==> src/rtl/cp0_timer_interrupt_unit.sv <==
// CP0 Count/Compare timer, Status/Cause interrupt state and registered interrupt request to fetch.
// Build option CP0_HW_IRQ_LATCH_EN makes hardware interrupt lines edge-latched instead of level.
module cp0_timer_interrupt_unit #(
    parameter int COUNT_WIDTH = 32,
    parameter int NUM_COMPARE = 1,
    parameter int PRESCALE    = 2,
    parameter int SYNC_STAGES = 2
) (
    input  logic                   clock,
    input  logic                   reset,
    input  logic [5:0]             hardware_interrupt,
    input  logic                   reg_write_enabled,
    input  logic [4:0]             reg_address,
    input  logic [2:0]             reg_select,
    input  logic [31:0]            reg_write_data,
    output logic [31:0]            reg_read_data,
    input  logic                   exception_valid,
    input  logic                   eret_flush,
    output logic                   interrupt_request,
    output logic [NUM_COMPARE-1:0] timer_pending,
    output logic                   status_exception_level
);

    localparam int PS_W = (PRESCALE > 1) ? $clog2(PRESCALE) : 1;
    localparam logic [PS_W-1:0] PS_LAST = PS_W'(PRESCALE - 1);

    logic [COUNT_WIDTH-1:0] count;
    logic [COUNT_WIDTH-1:0] count_inc;
    logic [PS_W-1:0]        prescaler;
    logic [COUNT_WIDTH-1:0] compare [NUM_COMPARE];
    logic [5:0]             sync_q [SYNC_STAGES];
    logic [5:0]             hw_sync;
    logic [5:0]             hw_src;
    logic [7:0]             im;
    logic                   ie;
    logic                   exl;
    logic [1:0]             ip_sw;
    logic [7:0]             ip;
    logic                   ti;
    logic                   tick;
    logic                   count_wr;
    logic                   status_wr;
    logic                   cause_wr;
    logic [NUM_COMPARE-1:0] compare_wr;
    logic [NUM_COMPARE-1:0] match;

    always_comb begin
        count_wr   = reg_write_enabled && (reg_address == 5'd9)  && (reg_select == 3'd0);
        status_wr  = reg_write_enabled && (reg_address == 5'd12) && (reg_select == 3'd0);
        cause_wr   = reg_write_enabled && (reg_address == 5'd13) && (reg_select == 3'd0);
        compare_wr = '0;
        for (int k = 0; k < NUM_COMPARE; k++) begin
            compare_wr[k] = reg_write_enabled && (reg_address == 5'd11) && (reg_select == 3'(k));
        end
    end

    // A Count write restarts the prescaler and suppresses the tick in that cycle.
    assign tick      = !count_wr && (prescaler == PS_LAST);
    assign count_inc = count + COUNT_WIDTH'(1);

    always_comb begin
        match = '0;
        for (int k = 0; k < NUM_COMPARE; k++) begin
            match[k] = tick && (count_inc == compare[k]);
        end
    end

    always_ff @(posedge clock) begin
        if (reset) begin
            count     <= '0;
            prescaler <= '0;
        end else if (count_wr) begin
            count     <= reg_write_data[COUNT_WIDTH-1:0];
            prescaler <= '0;
        end else if (tick) begin
            count     <= count_inc;
            prescaler <= '0;
        end else begin
            prescaler <= prescaler + PS_W'(1);
        end
    end

    // Compare write clears its pending bit and wins over a match in the same cycle.
    always_ff @(posedge clock) begin
        if (reset) begin
            for (int k = 0; k < NUM_COMPARE; k++) begin
                compare[k] <= '1;
            end
            timer_pending <= '0;
        end else begin
            for (int k = 0; k < NUM_COMPARE; k++) begin
                if (compare_wr[k]) begin
                    compare[k]       <= reg_write_data[COUNT_WIDTH-1:0];
                    timer_pending[k] <= 1'b0;
                end else if (match[k]) begin
                    timer_pending[k] <= 1'b1;
                end
            end
        end
    end

    always_ff @(posedge clock) begin
        if (reset) begin
            for (int i = 0; i < SYNC_STAGES; i++) begin
                sync_q[i] <= '0;
            end
        end else begin
            sync_q[0] <= hardware_interrupt;
            for (int i = 1; i < SYNC_STAGES; i++) begin
                sync_q[i] <= sync_q[i-1];
            end
        end
    end

    assign hw_sync = sync_q[SYNC_STAGES-1];

`ifdef CP0_HW_IRQ_LATCH_EN
    logic [5:0] hw_sync_d;
    logic [5:0] hw_latch;
    logic [5:0] hw_rise;
    logic [5:0] hw_keep;

    assign hw_rise = hw_sync & ~hw_sync_d;
    assign hw_keep = cause_wr ? reg_write_data[15:10] : 6'h3f;

    always_ff @(posedge clock) begin
        if (reset) begin
            hw_sync_d <= '0;
            hw_latch  <= '0;
        end else begin
            hw_sync_d <= hw_sync;
            hw_latch  <= (hw_latch & hw_keep) | hw_rise;
        end
    end

    // The rising edge is visible in IP the same cycle it is captured.
    assign hw_src = hw_latch | hw_rise;
`else
    assign hw_src = hw_sync;
`endif

    assign ti = |timer_pending;
    assign ip = {hw_src[5] | ti, hw_src[4:0], ip_sw};

    always_ff @(posedge clock) begin
        if (reset) begin
            im                <= '0;
            ie                <= 1'b0;
            exl               <= 1'b0;
            ip_sw             <= '0;
            interrupt_request <= 1'b0;
        end else begin
            if (status_wr) begin
                im <= reg_write_data[15:8];
                ie <= reg_write_data[0];
            end
            if (exception_valid) begin
                exl <= 1'b1;
            end else if (eret_flush) begin
                exl <= 1'b0;
            end else if (status_wr) begin
                exl <= reg_write_data[1];
            end
            if (cause_wr) begin
                ip_sw <= reg_write_data[9:8];
            end
            interrupt_request <= (|(ip & im)) & ie & ~exl;
        end
    end

    assign status_exception_level = exl;

    always_comb begin
        reg_read_data = '0;
        case (reg_address)
            5'd9: begin
                if (reg_select == 3'd0) reg_read_data = 32'(count);
            end
            5'd11: begin
                for (int k = 0; k < NUM_COMPARE; k++) begin
                    if (reg_select == 3'(k)) reg_read_data = 32'(compare[k]);
                end
            end
            5'd12: begin
                if (reg_select == 3'd0) reg_read_data = {9'd0, 1'b1, 6'd0, im, 6'd0, exl, ie};
            end
            5'd13: begin
                if (reg_select == 3'd0)      reg_read_data = {1'b0, ti, 14'd0, ip, 8'd0};
                else if (reg_select == 3'd1) reg_read_data = 32'(timer_pending);
            end
            default: ;
        endcase
    end

endmodule
==> config.mk <==
export PLATFORM = sky130hd
export DESIGN_NAME = cp0_timer_interrupt_unit
export DESIGN_NICKNAME = d
export VERILOG_FILES = /design/src/rtl/cp0_timer_interrupt_unit.sv
export SDC_FILE = /design/constraint.sdc
export NUM_CORES = 1
export LEC_CHECK = 0
export ABC_CLOCK_PERIOD_IN_PS = 2900
export CAP_MARGIN = 20
export CORE_ASPECT_RATIO = 1.25
export CORE_UTILIZATION = 45
export CTS_BUF_LIST = sky130_fd_sc_hd__clkbuf_4 sky130_fd_sc_hd__clkbuf_8
export CTS_CLUSTER_SIZE = 30
export DETAILED_ROUTE_END_ITERATION = 8
export GPL_ROUTABILITY_DRIVEN = 0
export PLACE_DENSITY = 0.71
export SLEW_MARGIN = 15
export SYNTH_ARGS = -nofsm -noshare
export SYNTH_HDL_FRONTEND = slang
export SYNTH_SLANG_ARGS = --single-unit
==> constraint.sdc <==
create_clock -name clock -period 2.9 [get_ports clock]
set_clock_uncertainty 0.15 [all_clocks]
set_input_delay 0.29 -clock clock [delete_from_list [all_inputs] [get_ports clock]]
set_output_delay 0.29 -clock clock [all_outputs]
set_load 0.02 [all_outputs]
Word-level counts from Yosys, hierarchy flattened
Memory sizes are Yosys's and may differ from the RTL's.
Cells that the tools add are included.
W data, S select, Z words.

cells by class
  add/sub/neg operators = 2
  eq/ne operators = 6
  muxes and demuxes = 21
  bitwise operators = 7
  reductions and logical operators = 18

operator list
  kind                     number
  $mux W32                 5
  $pmux W32 S4             1
  $add A32 B1 Y32 const B  1
  $eq A32 B32 Y1           1
  $reduce_or A32 Y1        1
  $mux W31                 1
  $mux W23                 1
  $eq A5 B4 Y1 const B     4
  $mux W6                  2
  $mux W1                  11
  $logic_and A1 B1 Y1      10
  $and A8 B8 Y8            1
  $reduce_or A8 Y1         1
  $eq A3 B1 Y1 const B     1
  $logic_not A3 Y1         1
  $or A1 B1 Y1             3
  $reduce_bool A3 Y1       1
  $reduce_or A3 Y1         1
  $and A1 B1 Y1            2
  $reduce_bool A2 Y1       1
  $reduce_or A2 Y1         1
  $add A1 B1 Y1 const B    1
  $logic_not A1 Y1         1
  $not A1 Y1               1

storage, ports and cells
  flip-flop bits (word level) = 47
  bits in writable memories = 44
  output and inout bits = 35
  word-level logic and storage cells = 64
  memories = 2

memory list
  name     words  width  read ports  clocked after memory_dff  write ports  RTL line  source
  compare  1      32     1           0                         1            30        logic [COUNT_WIDTH-1:0] compare [NUM_COMPARE];
  sync_q   2      6      2           0                         2            31        logic [5:0] sync_q [SYNC_STAGES];

Logic depth before layout (Yosys ltp)
Gate-level depths: netlist (run 1).

  word-level depth = 8
  gate-level depth with buffers = 9
  gate-level depth less buffers = 8

Worst setup path after synthesis (run 1)
Ideal clock, no wire load.

  path kind = reg-to-reg
  start point = register count[1]
  end point = register timer_pending
  setup time = 0.069 ns
  data arrival time = 2.517 ns
  slack = 0.164 ns
  cell stages (with the launch flop) = 9
  clock period less this slack = 2.736 ns
  cell sequence = dfxtp_1 ha_1 nand3_2 or4_4 or4_1 a21oi_1 o32ai_1 or4_1 o21ai_1

between the ends
  cells in the longest elaborated chain, start to end = 3

ends and longest elaborated chain
  element                        RTL line  source
  start, declared                27        logic [COUNT_WIDTH-1:0] count;
  start signal, assigned         73        count <= reg_write_data[COUNT_WIDTH-1:0];
  start signal, assigned         76        count <= count_inc;
  $add A32 B1 Y32                59        assign count_inc = count + COUNT_WIDTH'(1);
  $eq A32 B32 Y1                 64        match[k] = tick && (count_inc == compare[k]);
  $logic_and A1 B1 Y1            64
  end signal, assigned           89        timer_pending <= '0;
  end signal, assigned by index  94        timer_pending[k] <= 1'b0;
  end signal, assigned by index  96        timer_pending[k] <= 1'b1;
  end, declared                  20        output logic [NUM_COMPARE-1:0] timer_pending,

Every way passes these cells.
A chain may end at the register's enable or synchronous reset.

Worst setup path after layout (run 1)
  start point = register count[0]
  end point = register timer_pending

Same word-level chain as after synthesis.

==> results of run 1 <==
per-stage QoR:
step                utilization (%)  hold WS (ns)
floorplan                         -         0.261
global placement               55.3         0.269
detailed placement             55.3         0.277
CTS                            56.8         0.248
global route                   57.7         0.283
finish                         57.7         0.280
cell type report:
cell class,count,area (um2)
inverter,10,37.5
clock inverter,4,25.0
fill,1078,5120
clock buffer,12,159
timing repair buffer,128,1270
multi-input combinational,485,3150
sequential,91,2140
tap,164,205
worst max-delay path, stage by stage, from the launching register on:
cell,delay [ns]
dfxtp_1,0.35
ha_2,0.22
nand3_2,0.12
or4_4,0.58
or4_1,0.50
a21oi_1,0.18
o32ai_1,0.12
or4_1,0.43
o21ai_1,0.13
metal layers:
layer | share of wire [%] | GRT usage (%) | vias to the layer above
met3 | 5.9 | 4.63 | 31
met4 | 2.6 | 9.63 | 0
li1 | - | - | 2473
met1 | 41 | 31.9 | 2486
met5 | 0 | 0 | -
met2 | 51 | 44.0 | 203
path summary, 6_finish.rpt:
path	from	end	cells after the start
min	reset	count[7]	2
max reg2reg	count[0]	timer_pending	8
min reg2reg	sync_q[0][4]	sync_q[0][10]	1
max	count[0]	timer_pending	8
logic make-up (layout without fill, tap and decap cells):
family,count (synthesis),after routing,share of synthesized area [%]
buffers and inverters,63,154,5.92
adder cells (fa/ha/maj),1,1,0.224
AND/OR/NAND/NOR,279,279,26.2
flip-flops,91,91,38.4
multiplexers,18,18,3.25
AO/OA/AOI/OAI,122,122,15.8
XOR/XNOR,65,65,10.2
cells in the final DEF, fill, tap and decap left out, types with 13 or more instances in the layout:
master	netlist	routed
nand3_1	18	18
nand2_1	48	47
xor2_1	23	23
or2_2	35	35
dlymetal6s2s_1	0	31
nor2_1	84	84
edfxtp_1	32	32
nand4_1	20	20
o21ai_0	17	17
buf_4	3	40
nor2b_1	13	13
a211oi_1	32	32
xnor2_1	42	42
mux2i_1	17	17
dfxtp_1	59	59
a22oi_1	23	23
clkdlybuf4s50_1	0	53
cells in the mapped netlist (7+ instances only):
library cell  count  area share, %
clkbuf_8          8            2.0
a22oi_1          23            3.1
nor2_1           84            5.7
inv_1             9           0.61
nand3_1          18            1.6
nand2_1          48            3.2
nand4_1          20            2.2
o21ai_0          17            1.5
nor2b_1          13            1.5
a211oi_1         32            4.3
xor2_1           23            3.6
edfxtp_1         32             17
or2_2            35            3.9
nor3_1           11           0.99
mux2i_1          17            3.1
clkbuf_1         37            2.5
nor4_1            7           0.79
a222oi_1          9            1.6
a21oi_1          10           0.90
dfxtp_1          59             21
xnor2_1          42            6.6
report_power, final:
| group | internal (uW) | switching [uW] |
|---|---|---|
| logic | 124 | 122 |
| clock network | 366 | 466 |
| registers | 1350 | 33.4 |
repair_timing:
action,CTS,global route
resized for setup,3,38
endpoints found under the setup margin,20,33
pin swaps,0,4
sequential cells by signal, indices dropped and copies added, names as in the netlist:
signal / count
compare: 32
count: 32
ie: 1
im: 8
interrupt_request: 1
ip_sw: 2
prescaler: 1
status_exception_level: 1
sync_q: 12
timer_pending: 1
==> key figures, run 1 <==
Status
  • Status: completed

Placed design
  • Number of I/O port buffers: 85
  • DP HPWL: 11900 um
  • DP Area: 0.00669 mm2
  • Placed Cells: 878
  • Dpl ws: -0.0688 ns

Detailed routing
  • Via count: 5193
  • DR vias/cell: 5.81
  • DRC: 0
  • Number of DRC markers in iteration 0: 436
  • First drt pass iteration count: 8
  • WL final: 15900 um
  • Antenna Nets Post-Route: 0
  • Routed length per instance: 17.8 um

Clocking
  • CTS H-tree depth: 3
  • Clk sinks: 91
  • Clock buffer count from CTS: 9
  • CTS Hold Bufs: 0
  • Worst skew pair latency: 0.37 ns
  • CTS tree: done
  • Setup Fix Bufs, Post-CTS: 0
  • Clk pin slew, worst setup/hold paths: 0.09 ns
  • Root Buffer: clkbuf_8
  • Clock Tree Buf Depth: 2

Global routing
  • First-pass GRT wire length: 25700 um
  • Gr ovfl total: 0
  • Initial antenna violation count: 0
  • Largest net degree at the start of global routing: 43
  • Vias in the first global route: 5150
  • Total GRT Usage: 25.7%

Die
  • Top-Level Pins: 86
  • Site Rows: 45
  • Core area: 0.0121 mm2
  • Die X: 102 um
  • Initial Utilization: 46.1%
  • Die area: 0.0128 mm2
  • Die height: 126 um

Timing
  • Endpoints failing setup: 0
  • Max Freq: 0.354 GHz
  • Final worst path period share: 97.4%
  • Actual slew at the worst max-slew pin: 0.630 ns
  • Fin. max-slew vios: 0
  • Post-route setup slack: 0.0762 ns
  • Minimum clock period: 2.82 ns
  • Rel. slew slack: 57.6%
  • Hold Vio Cnt, Final: 0
  • Setup Total Neg Slack: 0 ns

Cells and area
  • Synthesis-to-finish area growth: 25.3%
  • Fraction of final layout cells with drive strength greater than 1: 16.6%
  • Fin area: 0.00699 mm2
  • Final Non-Filler Cells: 894
  • Antenna cells: 0
  • Final Net Count: 777

Job
  • Max-Cap Viols: 0

Synth
  • #FFs+latches synth: 91
  • Dominant synthesized flop cell: dfxtp_1
  • Yosys cell types: 63
  • Cells after Synth: 639
  • Syn Nets: 691
  • Post-synth EDFFs: 32
  • Yosys Warn Count: 0
  • Syn avg cell area: 8.73 um2
  • Post-synthesis async set-or-reset flop share: 0%
  • Post-Syn Area: 0.00558 mm2
  • Register area share after synthesis: 38.4%

Critical path
  • CP Data Arrival Time: 2.99 ns
  • CP endpoint kind: flop
  • Worst setup SP type: flop
  • Critical path required time: 3.06 ns
  • Crit Path Class: reg -> reg
  • FF-to-FF setup slack: 0.08 ns
  • Crit path max fanout: 5

Worst hold path
  • Hold/Removal Path Class: in -> reg

Pwr
  • Leak: 0.00282 uW
  • Total chip power: 2470 uW
  • PD cells: 353 mW/mm2
  • Maximum vdd drop: 0.271 mV
Note: power is estimated with default switching activity, not from simulation.
==> run 2: changes to the inputs <==
==> constraint.sdc (replaced) <==
create_clock -name clock -period 2.9 [get_ports clock]
set_clock_uncertainty 0.15 [all_clocks]
set_input_delay 0.435 -clock clock [delete_from_list [all_inputs] [get_ports clock]]
set_output_delay 0.435 -clock clock [all_outputs]
set_load 0.02 [all_outputs]
==> key figures, run 2 (synthesis gave the netlist of run 1 again) <==
Placed design
  • DP HPWL: 12000 um (was 11900 um)
  • DP Area: 0.00677 mm2 (was 0.00669 mm2)
  • Number of I/O port buffers: 85 (unchanged)

Critical path
  • Worst setup SP type: primary input (was flop)
  • FF-to-FF setup slack: 0.09 ns (was 0.08 ns)
  • CP endpoint: reg_read_data[18] (was timer_pending)
  • FF-to-FF path depth: 8 (unchanged)
  • Worst r2r src: count[0] (unchanged)
  • Critical path required time: 2.32 ns (was 3.06 ns)
  • Crit Path Class: in -> out (was reg -> reg)
  • Crit path max fanout: 16 (was 5)
  • CP Data Arrival Time: 2.25 ns (was 2.99 ns)
  • CP endpoint kind: output pin (was flop)
  • Critical path startpoint: reg_address[4] (was count[0])
  • RR Endpoint: timer_pending (unchanged)

Detailed routing
  • WL final: 16000 um (was 15900 um)
  • DRC: 0 (unchanged)
  • DR vias/cell: 5.79 (was 5.81)
  • Via count: 5237 (was 5193)
  • Number of DRC markers in iteration 0: 402 (was 436)
  • First drt pass iteration count: 6 (was 8)
  • Routed length per instance: 17.7 um (was 17.8 um)
  • Antenna Nets Post-Route: 0 (unchanged)

Die
  • Die X: 102 um (unchanged)
  • Core area: 0.0121 mm2 (unchanged)
  • Top-Level Pins: 86 (unchanged)
  • Die area: 0.0128 mm2 (unchanged)
  • Initial Utilization: 46.1% (unchanged)
  • Site Rows: 45 (unchanged)
  • Die height: 126 um (unchanged)

Global routing
  • Total GRT Usage: 26.0% (was 25.7%)
  • Initial antenna violation count: 0 (unchanged)
  • Vias in the first global route: 5225 (was 5150)
  • Largest net degree at the start of global routing: 40 (was 43)
  • First-pass GRT wire length: 25800 um (was 25700 um)
  • Gr ovfl total: 0 (unchanged)

Cells and area
  • Most frequent cells in the layout: 84 x nor2_1, 58 x dfxtp_1, 53 x buf_4 (was 84 x nor2_1, 59 x dfxtp_1, 53 x clkdlybuf4s50_1)
  • Register area: 0.00214 mm2 (about the same)
  • Commonest non-fill, non-tap cell in the layout: nor2_1 (unchanged)
  • Fraction of final layout cells with drive strength greater than 1: 20.1% (was 16.6%)
  • Filler Cell Count: 1110 (was 1078)
  • Multi-input gate area: 0.00316 mm2 (was 0.00315 mm2)
  • Regs by FF count: compare x32, count x32, sync_q x12 (unchanged)
  • Synthesis-to-finish area growth: 24.5% (was 25.3%)
  • Final Net Count: 788 (was 777)
  • Antenna cells: 0 (unchanged)
  • Fin area: 0.00695 mm2 (was 0.00699 mm2)
  • Final core occ: 57.4% (was 57.7%)

Timing
  • Setup Total Neg Slack: 0 ns (unchanged)
  • Hold Vio Cnt, Final: 0 (unchanged)
  • Final worst path period share: 97.7% (was 97.4%)
  • Minimum clock period: 2.83 ns (was 2.82 ns)
  • Fin. max-slew vios: 0 (unchanged)
  • Actual slew at the worst max-slew pin: 0.552 ns (was 0.630 ns)
  • Rel. slew slack: 62.8% (was 57.6%)
  • Max Freq: 0.353 GHz (was 0.354 GHz)
  • Endpoints failing setup: 0 (unchanged)

Pwr
  • Maximum vdd drop: 0.234 mV (was 0.271 mV)
  • Leak: 0.00238 uW (was 0.00282 uW)
  • PD cells: 377 mW/mm2 (was 353 mW/mm2)

Clocking
  • Root Buffer: clkbuf_8 (unchanged)
  • Clock Tree Buf Depth: 2 (unchanged)
  • Clk pin slew, worst setup/hold paths: 0.09 ns (about the same)
  • CTS H-tree depth: 3 (unchanged)
  • Clk sinks: 91 (unchanged)
  • CTS tree: done (unchanged)
  • Worst skew pair latency: 0.38 ns (was 0.37 ns)
  • Clock buffer count from CTS: 9 (unchanged)
  • Setup Fix Bufs, Post-CTS: 0 (unchanged)

Job
  • Max-Cap Viols: 0 (unchanged)

Status
  • Status: completed (unchanged)

Worst hold path
  • Hold/Removal Path Class: reg -> reg (was in -> reg)
## run 2: timing repair
item,4_1_cts,5_1_grt
resized for setup,35,55
endpoints found under the setup margin,32,28
pin swaps,0,3
hold buffers,0,0
## run 2: final cells by class
| class | instances | area share [%] |
|---|---|---|
| inverter | 10 | 0.540 |
| sequential | 91 | 30.9 |
| timing repair buffer | 139 | 17.0 |
| clock inverter | 4 | 1.06 |
| multi-input combinational | 485 | 45.5 |
| tap | 164 | 2.95 |
| clock buffer | 12 | 2.11 |
## run 2: report_power, final
part	total, uW	switching (uW)	internal (uW)
Combinational	254	124	129
Sequential	1390	33.3	1350
Clock	976	461	516
## run 2: layer usage
metal	up-vias	GRT usage, %	wire length [um]
li1	2502	-	-
met1	2475	31.0	6320
met2	213	44.6	8020
met3	47	4.46	1090
met4	0	13.0	575
met5	-	0	0
## run 2: worst min path at each step
stage / slack, ns / cells past startpoint / from / endpoint
after floorplan: 0.26 / 1 / sync_q[0][4] / sync_q[0][10]
after global placement: 0.27 / 1 / sync_q[0][1] / sync_q[0][7]
after detailed placement: 0.28 / 1 / sync_q[0][2] / sync_q[0][8]
after CTS: 0.30 / 1 / sync_q[0][2] / sync_q[0][8]
after global routing: 0.31 / 1 / sync_q[0][4] / sync_q[0][10]
final: 0.30 / 1 / sync_q[0][5] / sync_q[0][11]
## run 2: through the flow
step	power [uW]	hold WS, ns	worst slack [ns]	cells
after floorplan	1520	0.264	0.164	639
after global placement	1660	0.269	-0.252	889
after detailed placement	1670	0.277	-0.367	889
after CTS	2630	0.298	-0.0345	905
after global routing	2710	0.314	-0.00162	905
final	2620	0.298	0.0681	905
## run 2: critical path, stage by stage
cell and delay (ns):
clkdlybuf4s50_1 0.42, nand2b_2 0.26, nor3_4 0.24, buf_4 0.26
a22oi_1 0.12, nor2_1 0.17, dlygate4sd2_1 0.35
